$ cat src/rtl/logic_ops_pkg.sv
// Shared definitions for the logic-op scheduler: opcodes, FSM state encoding
// and the bitwise operation itself.
package logic_ops_pkg;

  localparam logic [2:0] OP_AND     = 3'd0;
  localparam logic [2:0] OP_OR      = 3'd1;
  localparam logic [2:0] OP_NAND    = 3'd2;
  localparam logic [2:0] OP_NOR     = 3'd3;
  localparam logic [2:0] OP_XOR     = 3'd4;
  localparam logic [2:0] OP_XNOR    = 3'd5;
  localparam logic [2:0] OP_NOT     = 3'd6;
  localparam logic [2:0] OP_ILLEGAL = 3'd7;

  localparam logic [1:0] S_IDLE = 2'd0;
  localparam logic [1:0] S_EXEC = 2'd1;
  localparam logic [1:0] S_RESP = 2'd2;

  // Widest operand the shared function handles; callers zero-extend their
  // operands and size-cast the result back to their own width. Because every
  // op is bitwise, the low bits are unaffected by the extension.
  localparam int LOGIC_W_MAX = 64;

  function automatic logic [LOGIC_W_MAX-1:0] logic_op(
    input logic [2:0]             op,
    input logic [LOGIC_W_MAX-1:0] a,
    input logic [LOGIC_W_MAX-1:0] b
  );
    logic [LOGIC_W_MAX-1:0] r;
    r = '0;
    case (op)
      OP_AND:  r = a & b;
      OP_OR:   r = a | b;
      OP_NAND: r = ~(a & b);
      OP_NOR:  r = ~(a | b);
      OP_XOR:  r = a ^ b;
      OP_XNOR: r = ~(a ^ b);
      OP_NOT:  r = ~a;
      default: r = '0;
    endcase
    return r;
  endfunction

endpackage

$ cat src/rtl/logic_op_scheduler_arb.sv
// Round-robin arbiter: grants the first active requester found scanning
// upward from ptr, wrapping modulo N_REQ (N_REQ need not be a power of 2).
module rr_arbiter #(
  parameter  int N_REQ = 4,
  localparam int ID_W  = $clog2(N_REQ)
) (
  input  logic [N_REQ-1:0] req,
  input  logic [ID_W-1:0]  ptr,
  output logic [N_REQ-1:0] grant,
  output logic [ID_W-1:0]  grant_idx,
  output logic             any
);

  // Rotating priority scan; only the first hit from ptr wins.
  always_comb begin
    int idx;
    grant     = '0;
    grant_idx = '0;
    any       = 1'b0;
    idx       = 0;
    for (int k = 0; k < N_REQ; k++) begin
      idx = int'(ptr) + k;
      if (idx >= N_REQ) idx = idx - N_REQ;
      if (!any && req[idx]) begin
        any        = 1'b1;
        grant[idx] = 1'b1;
        grant_idx  = ID_W'(idx);
      end
    end
  end

endmodule

$ cat src/rtl/logic_op_scheduler.sv
// Time-shares one registered bitwise logic unit among N_REQ requesters with
// round-robin arbitration and a single id-tagged response channel.
//
// state  | meaning
// IDLE   | arbitrate; grant one valid requester and capture its op/operands
// EXEC   | evaluate the captured op into the response registers
// RESP   | present the response until rsp_ready; then advance ptr past id
module logic_op_scheduler
  import logic_ops_pkg::*;
#(
  parameter  int N_REQ = 4,
  parameter  int WIDTH = 8,
  localparam int ID_W  = $clog2(N_REQ)
) (
  input  logic                   clk,
  input  logic                   rst,
  input  logic [N_REQ-1:0]       req_valid,
  output logic [N_REQ-1:0]       req_ready,
  input  logic [3*N_REQ-1:0]     req_op,
  input  logic [WIDTH*N_REQ-1:0] req_a,
  input  logic [WIDTH*N_REQ-1:0] req_b,
  output logic                   rsp_valid,
  input  logic                   rsp_ready,
  output logic [ID_W-1:0]        rsp_id,
  output logic [WIDTH-1:0]       rsp_data,
  output logic                   rsp_err,
  output logic                   busy
);

  logic [1:0]       state;
  logic [ID_W-1:0]  ptr;
  logic [2:0]       cap_op;
  logic [WIDTH-1:0] cap_a;
  logic [WIDTH-1:0] cap_b;
  logic [ID_W-1:0]  cap_id;

  logic [N_REQ-1:0] grant;
  logic [ID_W-1:0]  grant_idx;
  logic             grant_any;
  logic [WIDTH-1:0] result;
  logic [ID_W-1:0]  ptr_next;

  rr_arbiter #(.N_REQ(N_REQ)) u_arb (
    .req       (req_valid),
    .ptr       (ptr),
    .grant     (grant),
    .grant_idx (grant_idx),
    .any       (grant_any)
  );

  // Ready is only offered while idle, so a grant is a single-cycle pulse.
  assign req_ready = (state == S_IDLE) ? grant : '0;
  assign busy      = (state != S_IDLE);

  assign result   = WIDTH'(logic_op(cap_op, LOGIC_W_MAX'(cap_a), LOGIC_W_MAX'(cap_b)));
  assign ptr_next = (cap_id == ID_W'(N_REQ - 1)) ? '0 : cap_id + 1'b1;

  // Sequencer: capture on grant, register result, hold response until taken.
  always_ff @(posedge clk) begin
    if (rst) begin
      state     <= S_IDLE;
      ptr       <= '0;
      cap_op    <= '0;
      cap_a     <= '0;
      cap_b     <= '0;
      cap_id    <= '0;
      rsp_valid <= 1'b0;
      rsp_id    <= '0;
      rsp_data  <= '0;
      rsp_err   <= 1'b0;
    end else begin
      case (state)
        S_IDLE: begin
          if (grant_any) begin
            cap_op <= req_op[3*grant_idx +: 3];
            cap_a  <= req_a[WIDTH*grant_idx +: WIDTH];
            cap_b  <= req_b[WIDTH*grant_idx +: WIDTH];
            cap_id <= grant_idx;
            state  <= S_EXEC;
          end
        end
        S_EXEC: begin
          rsp_data  <= result;
          rsp_err   <= (cap_op == OP_ILLEGAL);
          rsp_id    <= cap_id;
          rsp_valid <= 1'b1;
          state     <= S_RESP;
        end
        S_RESP: begin
          if (rsp_ready) begin
            rsp_valid <= 1'b0;
            ptr       <= ptr_next;
            state     <= S_IDLE;
          end
        end
        default: state <= S_IDLE;
      endcase
    end
  end

endmodule

$ cat config.mk
export PLATFORM = sky130hd
export DESIGN_NAME = logic_op_scheduler
export DESIGN_NICKNAME = d
export VERILOG_FILES = /design/src/rtl/logic_ops_pkg.sv /design/src/rtl/logic_op_scheduler_arb.sv /design/src/rtl/logic_op_scheduler.sv
export SDC_FILE = /design/constraint.sdc
export NUM_CORES = 1
export LEC_CHECK = 0
export BUFFER_PORTS_ARGS = -buffer_cell sky130_fd_sc_hd__buf_4
export CORE_AREA = 2 2 82 84
export DETAILED_ROUTE_END_ITERATION = 10
export DIE_AREA = 0 0 84 86
export PLACE_DENSITY_LB_ADDON = 0.2
export SLEW_MARGIN = 20
export SYNTH_ARGS = -nofsm -noshare
export SYNTH_HDL_FRONTEND = slang
export SYNTH_SLANG_ARGS = --single-unit
$ cat constraint.sdc
create_clock -name clk -period 3.4 [get_ports clk]
set_input_delay 0.34 -clock clk [delete_from_list [all_inputs] [get_ports clk]]
set_output_delay 0.34 -clock clk [all_outputs]
set_load 0.02 [all_outputs]
==> flow_summary.ini, run 1 <==
[sta]
fin_worst_skew_ns = 0.006598
setup_ws_ns = 0.2388
hold_viol = 0
slew_viol_final = 0
fmax_ghz = 0.3163
holdWs_ns = 0.3185
worstMarginPinSlew_ns = 0.9150
layout_min_cycle_time_ns = 3.161
relSlewSlack_pct = 37.26
finalSetupViolations = 0
rsz0062_at_grt = no
post-route-period-util_pct = 92.98

[die]
ios = 100
initial_utilization_pct = 52.00
die_h_um = 86
core_mm2 = 0.006277
fp.dieArea_mm2 = 0.007224
rows = 29
die_x_um = 84

[placed_design]
hpwlAfterDp_um = 6170
io_buffers = 99
dp_slack_ns = -0.02685
placed_cell_area_mm2 = 0.003980
gp_congestion = 0.8477

[status]
outcome = complete, no violations

[worst_setup_path]
cp.arrival_ns = 3.34
endpoint_kind = register
cpMaxStageDelayCell = mux4_2
max_stage_delay_ns = 0.62
crit_chain = inv_1 -> ha_1 -> mux4_2 -> nor2b_4 -> nor2_4 -> o21bai_4 -> mux2i_1 -> a2111oi_0
path_class = register to register
critPathTopFamily = compound AO/OA/AOI/OAI gates
critPathLaunchType = register
critPathRequiredTime_ns = 3.58
path_buf_inv = 1
cp_max_fo = 14
crit_cells = 8
reg2reg_depth = 8

[global_routing]
grt_max_degree = 38
grt_use_total_pct = 23.28
grt_pass1_wl_um = 13760
antenna_found_initial = 0
grt-ovfl-total = 0
grt_pass1_vias = 2914
grt_use_met1_pct = 27.77
grtUsageMet2_pct = 43.20
globalRouteMet3Util_pct = 3.850
busiest_layer = met2

[yosys]
synthFlopType = dfxtp_1
synth_seq_area_share_pct = 22.69
syn_area_per_cell_um2 = 8.545
synth_area_leaders = dfxtp_1 23%, mux2i_1 14%, ha_1 8.0%
netlist_area_mm2 = 0.003264
synth_nets = 486
synthCells = 382
synth.distinct_cells = 48
yosys_warnings = 0
synth_edf_count = 0
synth-seq-cells = 37
synth_top_area_cell = dfxtp_1
synth_top_cell_area_share_pct = 22.69
async_reset_ff_share_pct = 0

[pwr]
pwr_density_cell_mw_per_mm2 = 403.8
switching_power_mw = 0.6040
swShare_pct = 36.46
combPwrFrac_pct = 43.2
max-vdd-ir-drop_v = 0.0002911
p_int_mw = 1.053
leakage_nw = 1.870
seqPwrFrac_pct = 34.2
clkPwrFrac_pct = 22.6
total_power_mw = 1.657

[drt]
drc = 0
routedWlPerCell_um = 15.50
via_per_inst = 5.781
drtIter0Drc = 141
first_pass_iters = 5
antenna_left = 0
num_vias = 3122
wirelength_um = 8371

[run]
max-cap-violations = 0

[cells_and_area]
syn2layout_area_growth_pct = 25.68
final_cell_area_mm2 = 0.004103
diodes = 0
drive_gt1_share_pct = 29.81
finalNetCount = 567
fin_util_pct = 65.36

[clock_tree]
cts-root-buf = clkbuf_8
clockBufferDepth = 2
cts.clk_slew.worst_paths_ns = 0.08
clk_latency_ns = 0.30
cts-buffers-inserted = 5
hold_buffers = 0
cts_tree = done
postCtsSetupBuffers = 0
htreeDepth = 2
cts.sinks = 37

[min_path]
min_path_cells = 3
hold_class = input port to register
==> layer usage <==
| metal | vias to the layer above | routed length (µm) |
|---|---|---|
| met3 | 12 | 388 |
| met5 | - | 0 |
| met1 | 1449 | 3574 |
| met2 | 93 | 4257 |
| li1 | 1568 | - |
| met4 | 0 | 150 |
==> Yosys cell counts (11+ instances only) <==
cell and n:
inv_1 18, o21ai_0 17, ha_1 21, nor2_1 48, a21oi_1 18, clkbuf_1 23
dfxtp_1 37, nand2_1 11, mux2i_1 47, a22oi_1 21, a221oi_1 11, o211a_1 11
==> stage by stage <==
step | TNS (ns) | cells
after floorplan | 0 | 382
final | 0 | 540
after CTS | 0 | 540
after detailed placement | -0.06921 | 532
after global routing | 0 | 540
after global placement | 0 | 532
==> final cells by class <==
cell class	count	area, µm²
inverter	19	71.32
clock inverter	2	35.03
timing repair buffer	107	803.3
clock buffer	5	68.82
sequential	37	740.7
multi-input combinational	293	2287
fill	538	2175
tap	77	96.34
==> worst paths after layout <==
kind	from	endpoint	slack [ns]
worst max-delay path	ptr[1]	cap_a[7]	0.24
worst min-delay path	rsp_ready	state[1]	0.32
worst max register to register	ptr[1]	cap_a[7]	0.24
worst min register to register	rsp_valid	rsp_valid	0.46
==> placed cells by master, fill, tap and decap left out, types with 17 or more instances in the layout <==
master and count:
mux2i_1 47, nor2_1 48, buf_4 107, inv_1 18, dfxtp_1 37, a21oi_1 18
o21ai_0 17, a22oi_1 21, ha_1 21
==> what timing repair did <==
item	in CTS	in global routing
gates resized for setup	0	1
pin swaps	1	0
setup endpoints to repair	11	7
gates cloned	1	0
==> state kept, by name, indices dropped and copies added (netlist names) <==
name       cells
rsp_err        1
rsp_valid      1
state          2
cap_id         2
cap_op         3
rsp_data       8
cap_a          8
ptr            2
rsp_id         2
cap_b          8
==> cell families after synthesis <==
kind of cell / after synthesis / synth area share, %
AOI/OAI and AO/OA: 120 / 28.82
and+or+nand+nor: 86 / 12.23
buffers and inverters: 53 / 7.819
muxes: 53 / 17.17
DFF: 37 / 22.69
adders and majority gates: 21 / 8.049
xor gates and xnor gates: 12 / 3.220
==> power groups by stage <==
stage / clock [mW] / sequential, mW / combinational, mW
2_1_floorplan: 0 / 0.546 / 0.530
3_3_place_gp: 0 / 0.573 / 0.683
3_5_place_dp: 0 / 0.577 / 0.704
4_1_cts: 0.377 / 0.567 / 0.714
5_1_grt: 0.394 / 0.578 / 0.785
6_report: 0.374 / 0.567 / 0.716
==> tightest hold or removal path, stage by stage <==
cell and delay (ns):
buf_4 0.08, or3b_2 0.10, a21oi_1 0.05
No activity file was read; power rests on OpenSTA's default activity.
==> inputs of run 2 (changes only) <==
ABC_AREA = 1   (was unset)
CORE_AREA = 2 2 84 86   (was 2 2 82 84)
DIE_AREA = 0 0 86 88   (was 0 0 84 86)
==> flow_summary.ini, run 2 <==
[clock_tree]
clk_latency_ns = 0.29
cts-buffers-inserted = 5
cts.sinks = 37
cts_tree = done
clockBufferDepth = 2
hold_buffers = 0
htreeDepth = 2
cts.clk_slew.worst_paths_ns = 0.07
cts-resized-gates = 0
postCtsSetupBuffers = 0
cts-root-buf = clkbuf_8

[global_routing]
grt-ovfl-total = 0
grt_pass1_wl_um = 15530
grt_pass1_vias = 3481
grt_use_total_pct = 24.44
antenna_found_initial = 0
grt_max_degree = 39

[yosys]
yosys_warnings = 0
synth-xor-area-share_pct = 0
syn_area_per_cell_um2 = 6.028
synth_commonest_cells = 135 x inv_1, 110 x nand2_1, 69 x nand3_1, 43 x nand4_1, 42 x a21oi_1
synth_fa_ha_area_share_pct = 7.729
netlist_area_mm2 = 0.003400
synth_most_common_cell = inv_1
synth_edf_count = 0
synthSimpleGateAreaFrac_pct = 36.22
async_reset_ff_share_pct = 0
synth_nets = 668
synth_top_family_by_area = simple AND/OR/NAND/NOR gates
synthFlopType = dfxtp_1
synth-compound-area-share_pct = 14.10
synth-seq-cells = 37
synth_area_leaders = dfxtp_1 22%, inv_1 15%, nand2_1 12%
synth_seq_area_share_pct = 21.79
synthCells = 564
synthMuxAreaShare_pct = 0
synth_top_cell_area_share_pct = 21.79
synth.distinct_cells = 31
synth_top_area_cell = dfxtp_1

[cells_and_area]
syn2layout_area_growth_pct = 23.63
drive_gt1_share_pct = 19.91
diodes = 0
finalNetCount = 751
n_fill_cell = 641
layout_common_cells = 135 x inv_1, 110 x nand2_1, 105 x buf_4, 69 x nand3_1, 43 x nand4_1
largestRegisters = cap_a (8), cap_b (8), rsp_data (8)
final_common_cell = inv_1
final_cells = 728
layout.area.seq_um2 = 740.7
multiInputGateArea_mm2 = 0.001973

[die]
fp.dieArea_mm2 = 0.007568
core_mm2 = 0.006644
initial_utilization_pct = 51.17
die_x_um = 86
ios = 100
die_h_um = 88
rows = 30

[sta]
finalSetupViolations = 0
setup_ws_ns = 0.6220
slew_viol_final = 0
hold_viol = 0
relSlewSlack_pct = 38.45
layout_min_cycle_time_ns = 2.778
fin_worst_skew_ns = 0.005192
worstMarginPinSlew_ns = 0.9162
rsz0062_at_grt = no
fmax_ghz = 0.3600
holdWs_ns = 0.3285
post-route-period-util_pct = 81.71
finalSetupTns_ns = 0

[drt]
routedWlPerCell_um = 12.32
drtIter0Drc = 241
first_pass_iters = 4
antenna_left = 0
drc = 0
wirelength_um = 8971
via_per_inst = 5.184
num_vias = 3774

[worst_setup_path]
path_class = register to output pin
reg2reg_slack_ns = 0.72
r2r_start = ptr[0]
critPathLaunchType = register
reg2reg_depth = 12
cp_max_fo = 8
critPathRequiredTime_ns = 3.06
cp.arrival_ns = 2.44
r2r-end = cap_id[0]
endpoint_kind = output pin

[placed_design]
io_buffers = 99
placedCellCount = 720
hpwlAfterDp_um = 7005
dp_slack_ns = 0.7266
gp_congestion = 0.8419

[pwr]
pwr_density_cell_mw_per_mm2 = 438.6
leakage_nw = 2.436
max-vdd-ir-drop_v = 0.0001882
total_power_mw = 1.843

[min_path]
hp-start = rsp_ready
min_path_cells = 3
hold_end = state[1]
hold_class = input port to register

[status]
outcome = complete, no violations

[run]
max-cap-violations = 0
[run 2: worst max path at each step]
stage	slack [ns]	end	cells past startpoint	start
3_3_place_gp	0.82	cap_a[7]	14	ptr[0]
6_report	0.62	req_ready[0]	13	ptr[0]
4_1_cts	0.65	req_ready[0]	13	ptr[0]
3_5_place_dp	0.73	cap_id[1]	12	ptr[0]
2_1_floorplan	1.23	req_ready[1]	12	ptr[0]
5_1_grt	0.39	req_ready[1]	13	ptr[0]
[run 2: power by group]
group / internal (mW) / switching [mW]
Clock: 0.142 / 0.155
Sequential: 0.517 / 0.0599
Combinational: 0.373 / 0.596
Total: 1.03 / 0.811
[run 2: worst max-delay path, cell delays in order, from the launching register on]
cell,delay [ns]
dfxtp_1,0.49
inv_2,0.15
ha_1,0.43
inv_1,0.09
nand2_1,0.08
nand2_2,0.09
nor2_8,0.14
nand2_1,0.13
o22ai_1,0.13
a21oi_1,0.06
o21ai_0,0.08
nand2_1,0.06
inv_1,0.06
buf_4,0.13
[run 2: cells by family (layout without fill, tap and decap cells)]
| group | Yosys count | after routing |
|---|---|---|
| and+or+nand+nor | 254 | 254 |
| AOI/OAI and AO/OA | 85 | 85 |
| DFF | 37 | 37 |
| adders and majority gates | 21 | 21 |
| buffers and inverters | 167 | 251 |
[run 2: layer usage]
| layer | track usage [%] | up-vias | part of all wire (%) |
|---|---|---|---|
| met4 | 5.916 | 0 | 0.89 |
| li1 | - | 1986 | - |
| met3 | 3.205 | 8 | 6.9 |
| met5 | 0 | - | 0 |
| met2 | 38.97 | 167 | 44 |
| met1 | 34.99 | 1613 | 48 |
[run 2: metrics by stage]
step / area, µm² / util, %
final: 4203 / 63.26
after CTS: 4203 / 63.26
after global placement: 4120 / 62.02
after detailed placement: 4120 / 62.02
after floorplan: 3400 / -
after global routing: 4203 / 63.26
[run 2: area by class of cell]
| type | instances | area share [%] |
|---|---|---|
| Inverter | 138 | 12.33 |
| Timing Repair Buffer | 105 | 18.76 |
| Multi-Input combinational cell | 360 | 46.95 |
| Tap cell | 80 | 2.382 |
| Sequential cell | 37 | 17.62 |
| Clock inverter | 2 | 0.2382 |
| Clock buffer | 6 | 1.727 |
==> inputs of run 3 (changes only) <==
CORE_AREA = 2 2 88 90   (was 2 2 84 86)
DIE_AREA = 0 0 90 92   (was 0 0 86 88)
clock period = 2.4 ns   (was 3.4 ns; I/O delays follow)
==> flow_summary.ini, run 3 (synthesis gave the netlist of run 2 again) <==
[die]
initial_utilization_pct = 45.65
rows = 32
die_h_um = 92
die_x_um = 90
ios = 100
core_mm2 = 0.007447
fp.dieArea_mm2 = 0.008280

[drt]
wirelength_um = 9037
antenna_left = 0
first_pass_iters = 5
drc = 0
drtIter0Drc = 248
num_vias = 3819
routedWlPerCell_um = 11.91
via_per_inst = 5.032

[clock_tree]
htreeDepth = 2
cts-buffers-inserted = 5
clockBufferDepth = 2
cts.clk_slew.worst_paths_ns = 0.07
cts.sinks = 37
cts_tree = done
cts-root-buf = clkbuf_8
clk_latency_ns = 0.29

[sta]
relSlewSlack_pct = 53.93
layout_min_cycle_time_ns = 2.300
fin_worst_skew_ns = 0.004806
hold_viol = 0
holdWs_ns = 0.2274
worstMarginPinSlew_ns = 0.6885
finalSetupViolations = 0
fmax_ghz = 0.4349
slew_viol_final = 0
setup_ws_ns = 0.1005
post-route-period-util_pct = 95.81

[worst_setup_path]
crit_start = ptr[0]
critPathLaunchType = register
critPathRequiredTime_ns = 2.16
r2r_start = ptr[0]
cp.arrival_ns = 2.06
path_class = register to output pin
cp_max_fo = 7
endpoint_kind = output pin

[cells_and_area]
fin_util_pct = 58.57
syn2layout_area_growth_pct = 28.30
final_common_cell = inv_1
largestRegisters = cap_a (8), cap_b (8), rsp_data (8)
layout_common_cells = 135 x inv_1, 111 x buf_4, 109 x nand2_1, 69 x nand3_1, 43 x nand4_1
finalNetCount = 760
n_fill_cell = 742
diodes = 0
drive_gt1_share_pct = 21.46

[run]
max-cap-violations = 0

[global_routing]
antenna_found_initial = 0
grt_pass1_wl_um = 15740
grt-ovfl-total = 0
grt_max_degree = 40
grt_pass1_vias = 3487
grt_use_total_pct = 22.22

[placed_design]
dp_slack_ns = 0.2656
io_buffers = 99
hpwlAfterDp_um = 6987
gp_congestion = 0.9109

[min_path]
hp-start = rsp_ready
hold_class = input port to register

[pwr]
max-vdd-ir-drop_v = 0.0002438
pwr_density_cell_mw_per_mm2 = 612.8
total_power_mw = 2.673
leakage_nw = 2.507

[status]
outcome = complete, no violations
run 3: layer usage:
layer | vias up | routed length, µm | GRT usage (%)
met5 | - | 0 | 0
met4 | 0 | 77 | 5.000
met3 | 8 | 638 | 3.533
met2 | 154 | 3958 | 34.59
met1 | 1653 | 4362 | 32.29
li1 | 2004 | - | -
run 3: path summary, 6_finish.rpt:
| path | to | slack [ns] | cells after the start |
|---|---|---|---|
| worst max register to register | cap_a[5] | 0.21 | 15 |
| worst min register to register | rsp_data[5] | 0.47 | 2 |
| worst min-delay path | state[1] | 0.23 | 3 |
| worst max-delay path | req_ready[1] | 0.10 | 13 |
run 3: area by class of cell:
type,count,area [µm²],area share (%)
Clock buffer,6,72.57,1.664
Clock inverter,2,10.01,0.2295
Inverter,138,518.0,11.88
Multi-Input combinational cell,360,1999,45.84
Sequential cell,37,740.7,16.98
Tap cell,102,127.6,2.926
Timing Repair Buffer,114,893.4,20.48
run 3: repair_timing:
action	4_1_cts	5_1_grt
endpoints found under the setup margin	1	4
gates resized for setup	1	5
pin swaps	0	2
hold buffers	0	0
setup buffers	0	2
run 3: where the power goes:
| group | switching, mW | internal [mW] | leakage [nW] |
|---|---|---|---|
| registers | 0.0792 | 0.733 | 0.306 |
| logic | 0.866 | 0.579 | 2.16 |
| clock network | 0.215 | 0.201 | 0.0450 |
run 3: critical path, cell delays in order (launching register included):
cell	delay [ns]
dfxtp_1	0.37
inv_2	0.07
ha_4	0.31
inv_1	0.06
nand2_1	0.07
nand2_2	0.09
nor2_8	0.17
nand2_4	0.08
o22ai_1	0.14
a21oi_1	0.05
o21ai_0	0.09
nand2_1	0.07
inv_1	0.06
buf_4	0.13
run 3: metrics by stage:
step / cells / instance area, µm² / TNS [ns]
6_report: 759 / 4362 / 0
5_1_grt: 759 / 4362 / -0.04485
4_1_cts: 757 / 4323 / 0
3_5_place_dp: 749 / 4238 / 0
3_3_place_gp: 749 / 4238 / 0
2_1_floorplan: 564 / 3400 / 0
